==> config.mk <==
export PLATFORM = sky130hd
export DESIGN_NAME = aha_clk_en_selector
export DESIGN_NICKNAME = d
export VERILOG_FILES = /design/src/rtl/aha_clk_en_pkg.sv /design/src/rtl/aha_clk_en_mux.sv /design/src/rtl/aha_clk_en_selector.sv
export SDC_FILE = /design/constraint.sdc
export NUM_CORES = 1
export LEC_CHECK = 0
export CORE_MARGIN = 2
export CORE_UTILIZATION = 35
export CTS_CLUSTER_SIZE = 24
export DETAILED_ROUTE_END_ITERATION = 8
export GPL_TIMING_DRIVEN = 0
export SKIP_CTS_REPAIR_TIMING = 1
export SYNTH_ARGS = -nofsm -noshare
export SYNTH_HDL_FRONTEND = slang
export SYNTH_SLANG_ARGS = --single-unit
==> constraint.sdc <==
create_clock -name CLK -period 1.95 [get_ports CLK]
set_input_delay 0.39 -clock CLK [delete_from_list [all_inputs] [get_ports CLK]]
set_output_delay 0.39 -clock CLK [all_outputs]
set_load 0.05 [all_outputs]
==> src/rtl/aha_clk_en_pkg.sv <==
`default_nettype none
// ============================================================================
//  Module   : aha_clk_en_pkg
//  Purpose  : Shared selection codes and FSM states for the clock-enable selector
//  Revision : 1.0
// ============================================================================
package aha_clk_en_pkg;

    localparam int SEL_W = 3;

    localparam logic [SEL_W-1:0] SEL_BY1     = 3'd0;
    localparam logic [SEL_W-1:0] SEL_BY2     = 3'd1;
    localparam logic [SEL_W-1:0] SEL_BY4     = 3'd2;
    localparam logic [SEL_W-1:0] SEL_BY8     = 3'd3;
    localparam logic [SEL_W-1:0] SEL_BY16    = 3'd4;
    localparam logic [SEL_W-1:0] SEL_BY32    = 3'd5;
    localparam logic [SEL_W-1:0] SEL_OFF     = 3'd6;
    localparam logic [SEL_W-1:0] SEL_INVALID = 3'd7;

    typedef enum logic [1:0] {
        ST_IDLE  = 2'd0,
        ST_ALIGN = 2'd1,
        ST_ACK   = 2'd2
    } state_t;

endpackage
`default_nettype wire

==> src/rtl/aha_clk_en_mux.sv <==
`default_nettype none
// ============================================================================
//  Module   : aha_clk_en_mux
//  Purpose  : Combinational pick of one divided enable from the selection code
//  Revision : 1.0
// ============================================================================
module aha_clk_en_mux
    import aha_clk_en_pkg::*;
(
    input  logic [SEL_W-1:0] sel,
    input  logic             by2_en,
    input  logic             by4_en,
    input  logic             by8_en,
    input  logic             by16_en,
    input  logic             by32_en,
    output logic             clken
);

    always_comb begin
        clken = 1'b0;
        case (sel)
            SEL_BY1:  clken = 1'b1;
            SEL_BY2:  clken = by2_en;
            SEL_BY4:  clken = by4_en;
            SEL_BY8:  clken = by8_en;
            SEL_BY16: clken = by16_en;
            SEL_BY32: clken = by32_en;
            default:  clken = 1'b0;
        endcase
    end

endmodule
`default_nettype wire

==> src/rtl/aha_clk_en_selector.sv <==
`default_nettype none
// ============================================================================
//  Module   : aha_clk_en_selector
//  Purpose  : Per-domain clock-enable selector with handshaked, aligned switching
//  Revision : 1.0
// ============================================================================
module aha_clk_en_selector
    import aha_clk_en_pkg::*;
#(
    parameter logic [SEL_W-1:0] RESET_SEL = 3'd0,
    parameter int               TIMEOUT   = 64
)(
    input  logic             CLK,
    input  logic             RESET,
    input  logic             By2CLKEN,
    input  logic             By4CLKEN,
    input  logic             By8CLKEN,
    input  logic             By16CLKEN,
    input  logic             By32CLKEN,
    input  logic             SEL_REQ,
    input  logic [SEL_W-1:0] SEL_VAL,
    output logic             SEL_ACK,
    output logic             SEL_ERR,
    output logic             BUSY,
    output logic [SEL_W-1:0] CUR_SEL,
    output logic             CLKEN
);

    localparam logic [6:0] TIMEOUT_LAST = 7'(TIMEOUT - 1);

    state_t           state_q, state_d;
    logic [SEL_W-1:0] req_q;
    logic [SEL_W-1:0] cur_sel_q;
    logic             err_q, err_d;
    logic [6:0]       timer_q;
    logic             run_q;
    logic             load_req, load_sel, timer_clr;
    logic             mux_en;

    always_comb begin
        state_d   = state_q;
        err_d     = err_q;
        load_req  = 1'b0;
        load_sel  = 1'b0;
        timer_clr = 1'b0;
        case (state_q)
            ST_IDLE: begin
                if (SEL_REQ) begin
                    load_req = 1'b1;
                    if (SEL_VAL == SEL_INVALID) begin
                        state_d = ST_ACK;
                        err_d   = 1'b1;
                    end else if (SEL_VAL == cur_sel_q) begin
                        state_d = ST_ACK;
                        err_d   = 1'b0;
                    end else begin
                        state_d   = ST_ALIGN;
                        timer_clr = 1'b1;
                    end
                end
            end
            // By32 marks the point where every divided enable pulses together
            ST_ALIGN: begin
                if (By32CLKEN) begin
                    load_sel = 1'b1;
                    state_d  = ST_ACK;
                    err_d    = 1'b0;
                end else if (timer_q >= TIMEOUT_LAST) begin
                    state_d = ST_ACK;
                    err_d   = 1'b1;
                end
            end
            ST_ACK: begin
                if (!SEL_REQ) begin
                    state_d = ST_IDLE;
                    err_d   = 1'b0;
                end
            end
            default: begin
                state_d = ST_IDLE;
                err_d   = 1'b0;
            end
        endcase
    end

    always_ff @(posedge CLK or posedge RESET) begin
        if (RESET) begin
            state_q   <= ST_IDLE;
            err_q     <= 1'b0;
            req_q     <= RESET_SEL;
            cur_sel_q <= RESET_SEL;
            timer_q   <= 7'd0;
            run_q     <= 1'b0;
        end else begin
            state_q <= state_d;
            err_q   <= err_d;
            run_q   <= 1'b1;
            if (load_req) begin
                req_q <= SEL_VAL;
            end
            if (load_sel) begin
                cur_sel_q <= req_q;
            end
            if (timer_clr) begin
                timer_q <= 7'd0;
            end else if (state_q == ST_ALIGN && timer_q != 7'h7f) begin
                timer_q <= timer_q + 7'd1;
            end
        end
    end

    aha_clk_en_mux u_mux (
        .sel     (cur_sel_q),
        .by2_en  (By2CLKEN),
        .by4_en  (By4CLKEN),
        .by8_en  (By8CLKEN),
        .by16_en (By16CLKEN),
        .by32_en (By32CLKEN),
        .clken   (mux_en)
    );

    assign SEL_ACK = (state_q == ST_ACK);
    assign SEL_ERR = err_q;
    assign BUSY    = (state_q != ST_IDLE);
    assign CUR_SEL = cur_sel_q;
    assign CLKEN   = run_q & mux_en;

endmodule
`default_nettype wire
### Word level (Yosys, flattened, before mapping)

Index checks and enable logic that the tools add are counted.

| storage, ports and cells | value |
|---|---|
| bits in read-only memories | 0 |
| bits in latches | 0 |
| input bits | 11 |
| bits in registers | 17 |
| output and inout port bits | 7 |
| memory bits (writable) | 0 |
| logic and storage cells | 55 |
| memories | 0 |

| operators by class | value |
|---|---|
| shifts and indexed selects | 0 |
| add/sub/neg operators | 1 |
| divide/modulo/power cells | 0 |
| $lt $le $gt $ge | 1 |
| multiplexer cells | 25 |
| reduce and logical (&&, ||, !) cells | 7 |
| bitwise gates (word level) | 1 |
| multiply operators | 0 |
| eq/ne operators | 14 |

Operators with widths:

| operator | number |
|---|---|
| $mux 1 | 14 |
| $mux 7 | 2 |
| $mux 2 | 6 |
| $eq 3x3->1 const B | 3 |
| $add 7x1->7 const B | 1 |
| $ge 7x6->1 const B | 1 |
| $ne 7x7->1 const B | 1 |
| $eq 3x2->1 const B | 2 |
| $ne 3x3->1 const B | 2 |
| $pmux 1 s6 | 1 |
| $pmux 2 s3 | 1 |
| $ne 2x2->1 const B | 2 |
| $reduce_and 4->1 | 1 |
| $reduce_bool 2->1 | 2 |
| $eq 3x1->1 const B | 1 |
| $eq 3x3->1 | 1 |
| $logic_not 3->1 | 1 |
| $pmux 1 s3 | 1 |
| $reduce_and 3->1 | 1 |
| $eq 2x1->1 const B | 1 |
| $eq 2x2->1 const B | 1 |
| $logic_not 2->1 | 1 |
| $and 1x1->1 | 1 |
| $logic_and 1x1->1 | 1 |

### Longest topological paths before layout

Gate-level depths: netlist (run 1).

| depth | value |
|---|---|
| word-level depth | 6 |
| mapped depth | 5 |
| gate-level depth less buffers | 5 |

### Modules after synthesis

From an unflattened synthesis (run 1), not the netlist that was laid out.

| unflattened totals | value |
|---|---|
| cells, all modules | 82 |
| area total of the unflattened synthesis | 899.6 um^2 |

By module, submodules not included:

| module | area an instance (um^2) | cells each | sequential area each (um^2) | times used |
|---|---|---|---|---|
| aha_clk_en_selector | 858.3 | 77 | 425.4 | 1 |
| aha_clk_en_mux | 41.3 | 5 | 0.0 | 1 |

### Worst setup path after synthesis (run 1)

Ideal clock, no wire load.

| timing | value |
|---|---|
| kind | reg-to-output |
| start | register cur_sel_q[0], in the netlist CUR_SEL[0] |
| end | output port CLKEN |
| cell stages (with the launch flop) | 5 |
| data required time | 1.560 ns |
| buffers on the path | 0 |
| setup slack | -0.260 ns |
| arrival | 1.820 ns |
| cells stage by stage | dfrtp_1 -> nor2b_1 -> o21ai_0 -> o211ai_1 -> a21oi_1 |

| between the ends | value |
|---|---|
| cells in the longest elaborated chain, start to end | 3 |
| elaborated cells on any way between the ends | 8 |
| those cells by class | 5 x eq/ne; 1 x mux; 1 x bitwise; 1 x reduce/logical |

RTL lines:

| item | line | source |
|---|---|---|
| from (decl) | aha_clk_en_selector.sv:33 | `logic [SEL_W-1:0] cur_sel_q;` |
| from (signal assigned) | aha_clk_en_selector.sv:102 | `cur_sel_q <= req_q;` |
| $eq 3x3->1, or another cell as far along | aha_clk_en_mux.sv:21 | `case (sel)` |
| $pmux 1 s6 (*) | aha_clk_en_mux.sv:21 |  |
| $and 1x1->1 (*) | aha_clk_en_selector.sv:126 | `assign CLKEN = run_q & mux_en;` |
| to (decl) | aha_clk_en_selector.sv:26 | `output logic CLKEN` |

Every way passes the cells marked *; elsewhere a longest branch is shown, timed or not.

### Worst setup path after layout (run 1)

| timing | value |
|---|---|
| start | input port By16CLKEN |
| end | output port CLKEN |

| between the ends | value |
|---|---|
| cells in the longest elaborated chain, start to end | 2 |

RTL lines:

| item | line | source |
|---|---|---|
| from (decl) | aha_clk_en_selector.sv:18 | `input logic By16CLKEN,` |
| $pmux 1 s6 | aha_clk_en_mux.sv:21 |  |
| $and 1x1->1 | aha_clk_en_selector.sv:126 |  |

No other way between the ends.

==> metrics.cfg, run 1 <==
[die]
die-area_um2=3020
initial_utilization_pct=36.7
num_rows=18
design.portCount=18
core-area_um2=2480
die_x_um=54.9
die_h_um=54.9

[setup_path]
start_kind=input port
end_kind=primary output
crit_type=in -> out
path_max_fanout=1
critical_path_required_ns=1.56
arrival_ns=1.47

[timing]
hold_viol=0
fin_crit_ns=1.86
clock.fmax_ghz=0.538
finalCritPeriodShare_pct=95.4
tightest_slew_ns=0.656
setup_viol=0
fin_skew_ns=0.00697
max-slew-margin-rel_pct=56.2
totalNegativeSetupSlack_ns=0
slew_violations=0
rsz0062_at_grt=no

[synth]
ys_async_sr_fraction_pct=100
avgSynthCellArea_um2=9.98
yosys.area.top_type_share_pct=46.8
synth_ff_type=dfrtp_1
synthCells=91
ys.warnings.count=0
yosysMostFrequentCell=dfrtp_1
syn_nets=103
seq_area_frac_synth_pct=46.8
synth_common_cells=dfrtp_1, nor2_1, a21oi_1
synth_area_um2=908
synth_area_leaders=dfrtp_1, mux2_2, nor2_1
ys_types=34
synth-seq-cells=17
synth_top_area_cell=dfrtp_1
synth-edff-count=0

[detailed_routing]
routedWlPerCell_um=13.0
firstDrtPassIters=2
drt-total-wl_um=1840
viasPerCell=5.16
ant_nets=0
drtIter0Drc=6
drc=0
num_vias=733

[clocking]
cts_root_buffer=clkbuf_4
clkSlewWorstSetupHoldPaths_ns=0.10
clkSinkCount=17
cts_buffers=3
cts_tree=yes
clock_latency_ns=0.29
clockBufferDepth=2
htree_levels=1

[cells_and_area]
n_antenna_cell=0
area_growth_pct=27.8
multiInputGateArea_um2=463
seq_area_um2=427
drive_gt1_share_pct=16.1
final_nets=125
fillers=249

[power_and_ir_drop]
powerDensity_nw_per_um2=1430
power_leakage_nw=0.558
power_mw=1.67
ir_drop_uv=1040

[grt]
grt_max_degree=18
grt_remaining_overflow=0
antenna_found_initial=0
grt_pass1_wl_um=3170
grt_pass1_vias=762
grt_usage_pct=14.7

[placed_design]
gp_congestion=0.711
port_buffers=17
dp_hpwl_um=1420

[hold_path]
hold_class=in -> async

[outcome]
status=finished, final reports clean

[flow_run]
cap_violations=0

## cell type report
type,count,share of cell area [%]
Multi-Input combinational cell,68,39.9
Buffer,1,0.431
Tap cell,30,3.23
Clock inverter,1,0.431
Sequential cell,17,36.7
Clock buffer,3,1.94
Inverter,5,1.62
Timing Repair Buffer,17,15.7
## where the power goes
part	internal [mW]	total (mW)	switching (mW)
logic	0.364	0.858	0.493
registers	0.469	0.621	0.152
clock network	0.0763	0.187	0.111
total	0.909	1.67	0.756
## cells by family (layout without fill, tap and decap cells)
logic type,Yosys count,in the layout,synth area share (%)
flops,17,17,46.8
simple gates,32,32,18.5
other cells,1,1,0.413
compound gates,22,22,16.9
xor+xnor,5,5,4.82
fa+ha+maj,1,1,1.38
mux,7,7,8.54
buf+inv,6,27,2.62
## stage by stage
stage          instances  setup slack [ns]  utilization [%]  area, um^2  hold slack [ns]
6_report             142            0.0898             46.9        1160            0.480
5_1_grt              142            0.0108             46.9        1160            0.519
4_1_cts              142            -0.632             46.3        1150            0.506
3_5_place_dp         138            -0.631             45.2        1120            0.498
3_3_place_gp         138            -0.635             45.2        1120            0.491
2_1_floorplan         91            0.0254                -         912            0.316
## cells in the final DEF, fill, tap and decap left out, drive strengths merged
master	count
o31ai	3
clkinv	1
xor2	1
a22oi	1
a311oi	1
nand3	2
or2	2
a21oi	8
nor3	1
a21o	1
and3	1
a31o	1
mux2i	1
o211ai	1
conb	1
dlymetal6s2s	6
and4	1
o21ai	2
nand2b	1
nand2	3
clkdlybuf4s50	10
a2111oi	1
ha	1
inv	5
nor2	13
nand4b	1
a211oi	1
and3b	1
xnor2	4
or4	1
mux2	6
buf	2
and2	1
dfrtp	17
nor2b	4
clkbuf	3
a31oi	2
## final timing paths
check / from / end / slack, ns / cells after the start
max: By16CLKEN / CLKEN / 0.09 / 6
min in group CLK: SEL_ERR$_DFFE_PP0P_ / SEL_ERR$_DFFE_PP0P_ / 0.51 / 2
min reg2reg: SEL_ERR$_DFFE_PP0P_ / SEL_ERR$_DFFE_PP0P_ / 0.51 / 2
min: RESET / timer_q[1]$_DFFE_PP0P_ / 0.48 / 2
max in group asynchronous: RESET / CUR_SEL[0]$_DFFE_PP0P_ / 1.02 / 2
max reg2reg: timer_q[0]$_DFFE_PP0P_ / SEL_ERR$_DFFE_PP0P_ / 0.25 / 5
## metal layers
layer | global-route usage (%) | vias up | wire length, um | share of wire [%]
met5 | 0 | - | 0 | 0
met4 | 2.44 | 0 | 24 | 1.3
met3 | 5.91 | 4 | 94 | 5.1
met2 | 25.2 | 16 | 912 | 49
met1 | 17.7 | 349 | 812 | 44
li1 | - | 364 | - | -
## worst max-delay path, stage by stage
cell,delay [ns]
clkdlybuf4s50_1,0.45
inv_1,0.03
a22oi_1,0.17
o211ai_1,0.11
a21oi_2,0.11
buf_4,0.20
## state kept, by name, indices dropped and copies added, names as in the netlist
signal,count
SEL_ERR,1
req_q,3
state_q,2
run_q,1
timer_q,7
CUR_SEL,3
Power figures use the tool's default switching activity.
==> inputs of run 2 (changes only) <==
--- a/config.mk
+++ b/config.mk
@@ -5,6 +5,7 @@
 export SDC_FILE = /design/constraint.sdc
 export NUM_CORES = 1
 export LEC_CHECK = 0
+export CAP_MARGIN = 10
 export CORE_MARGIN = 2
 export CORE_UTILIZATION = 35
 export CTS_CLUSTER_SIZE = 24
==> results of run 2 <==
The final DEF is identical to that of run 1; final timing and power are the same.
==> inputs of run 3 (changes only) <==
==> constraint.sdc (replaced) <==
create_clock -name CLK -period 1.7 [get_ports CLK]
set_input_delay 0.255 -clock CLK [delete_from_list [all_inputs] [get_ports CLK]]
set_output_delay 0.255 -clock CLK [all_outputs]
set_load 0.05 [all_outputs]
==> metrics.cfg, run 3 (synthesized netlist as in run 1, its figures left out) <==
[setup_path]
start_kind=flip-flop
r2r-end=SEL_ERR$_DFFE_PP0P_
reg2reg_depth=5
critPathMaxStageDelay_ns=0.48
critical_path_required_ns=1.44
arrival_ns=1.47
cpMaxStageDelayCell=dfrtp_2
path_cells=nor2b_1, o21ai_1, o211ai_1, a21oi_4, buf_6
worstReg2RegStart=timer_q[0]$_DFFE_PP0P_
path_max_fanout=6
reg2reg_slack_ns=0.07
end_kind=primary output
crit_type=reg -> out

[timing]
finalCritPeriodShare_pct=102
hold_viol=0
fin_skew_ns=0.00257
tightest_slew_ns=0.677
whs_ns=0.356
rsz0062_at_grt=yes
setup_viol=1
fin_crit_ns=1.73
max-slew-margin-rel_pct=54.8
worst_slack_ns=-0.0298
totalNegativeSetupSlack_ns=-0.0298
slew_violations=0
clock.fmax_ghz=0.578

[clocking]
clkSinkCount=17
clock_latency_ns=0.29
cts_root_buffer=clkbuf_4
clkSlewWorstSetupHoldPaths_ns=0.10
clockBufferDepth=2
cts_buffers=3
htree_levels=1
cts_tree=yes

[grt]
grt_usage_pct=15.4
grt_remaining_overflow=0
antenna_found_initial=0
grt_pass1_wl_um=3300
grt_pass1_vias=760
grt_max_degree=18

[cells_and_area]
n_antenna_cell=0
area_growth_pct=31.3
largest-register=timer_q
largest_register_ff_count=7
final_nets=125
multiInputGateArea_um2=494
fin_util_pct=48.1
fin_area_um2=1190
drive_gt1_share_pct=19.6
fillers=244
seq_area_um2=430
instances_no_fill=142
mostFrequentLayoutCells=dfrtp_1, nor2_1, clkdlybuf4s50_1, a21oi_1, mux2_2

[die]
num_rows=18
die_x_um=54.9
initial_utilization_pct=36.7
die_h_um=54.9
design.portCount=18
core-area_um2=2480
die-area_um2=3020

[detailed_routing]
num_vias=734
viasPerCell=5.17
routedWlPerCell_um=13.2
drc=0
ant_nets=0
drt-total-wl_um=1880
firstDrtPassIters=4
drtIter0Drc=9

[placed_design]
post_dp_cell_area_um2=1130
place_ws_ns=-0.666
gp_congestion=0.697
dp_hpwl_um=1370
port_buffers=17
dp_cells=138

[hold_path]
hold_class=in -> async

[outcome]
status=finished with violations
violations=negative setup slack

[power_and_ir_drop]
ir_drop_uv=1330
power_mw=1.97
powerDensity_nw_per_um2=1650
power_leakage_nw=0.556

[flow_run]
cap_violations=0

==> run 3: final cells by class <==
| cell class | count | share of cell area (%) |
|---|---|---|
| Clock inverter | 1 | 0.420 |
| Sequential cell | 17 | 36.1 |
| Tap cell | 30 | 3.15 |
| Inverter | 5 | 1.57 |
| Timing Repair Buffer | 17 | 15.0 |
| Multi-Input combinational cell | 68 | 41.4 |
| Clock buffer | 3 | 1.89 |
| Buffer | 1 | 0.420 |
==> run 3: worst max path at each step <==
stage,slack [ns],end,cells past startpoint,start
after floorplan,0.005,timer_q[2]$_DFFE_PP0P_,5,state_q[1]$_DFFE_PP0P_
after global placement,-0.66,CLKEN,6,By32CLKEN
after detailed placement,-0.67,CLKEN,6,By32CLKEN
after CTS,-0.72,CLKEN,5,CUR_SEL[0]$_DFFE_PP0P_
after global routing,-0.16,CLKEN,5,CUR_SEL[0]$_DFFE_PP0P_
final,-0.03,CLKEN,5,CUR_SEL[0]$_DFFE_PP0P_
==> run 3: worst max-delay path, delay by kind of cell, from the launching register on <==
family / cells / cell delay [ns]
buffers and inverters: 1 / 0.17
AND/OR/NAND/NOR: 1 / 0.15
flip-flops: 1 / 0.48
AO/OA/AOI/OAI: 3 / 0.40
==> run 3: report_power, final <==
part           internal [mW]  total [mW]  switching (mW)
registers              0.544       0.720           0.176
logic                  0.434        1.04           0.601
clock network         0.0874       0.217           0.130
total                   1.07        1.97           0.907
==> run 3: routing by layer <==
layer	up-vias	share of wire (%)	track usage, %
li1	364	-	-
met1	358	44	17.7
met2	10	52	27.2
met3	2	3.3	5.11
met4	0	0.75	4.07
met5	-	0	0
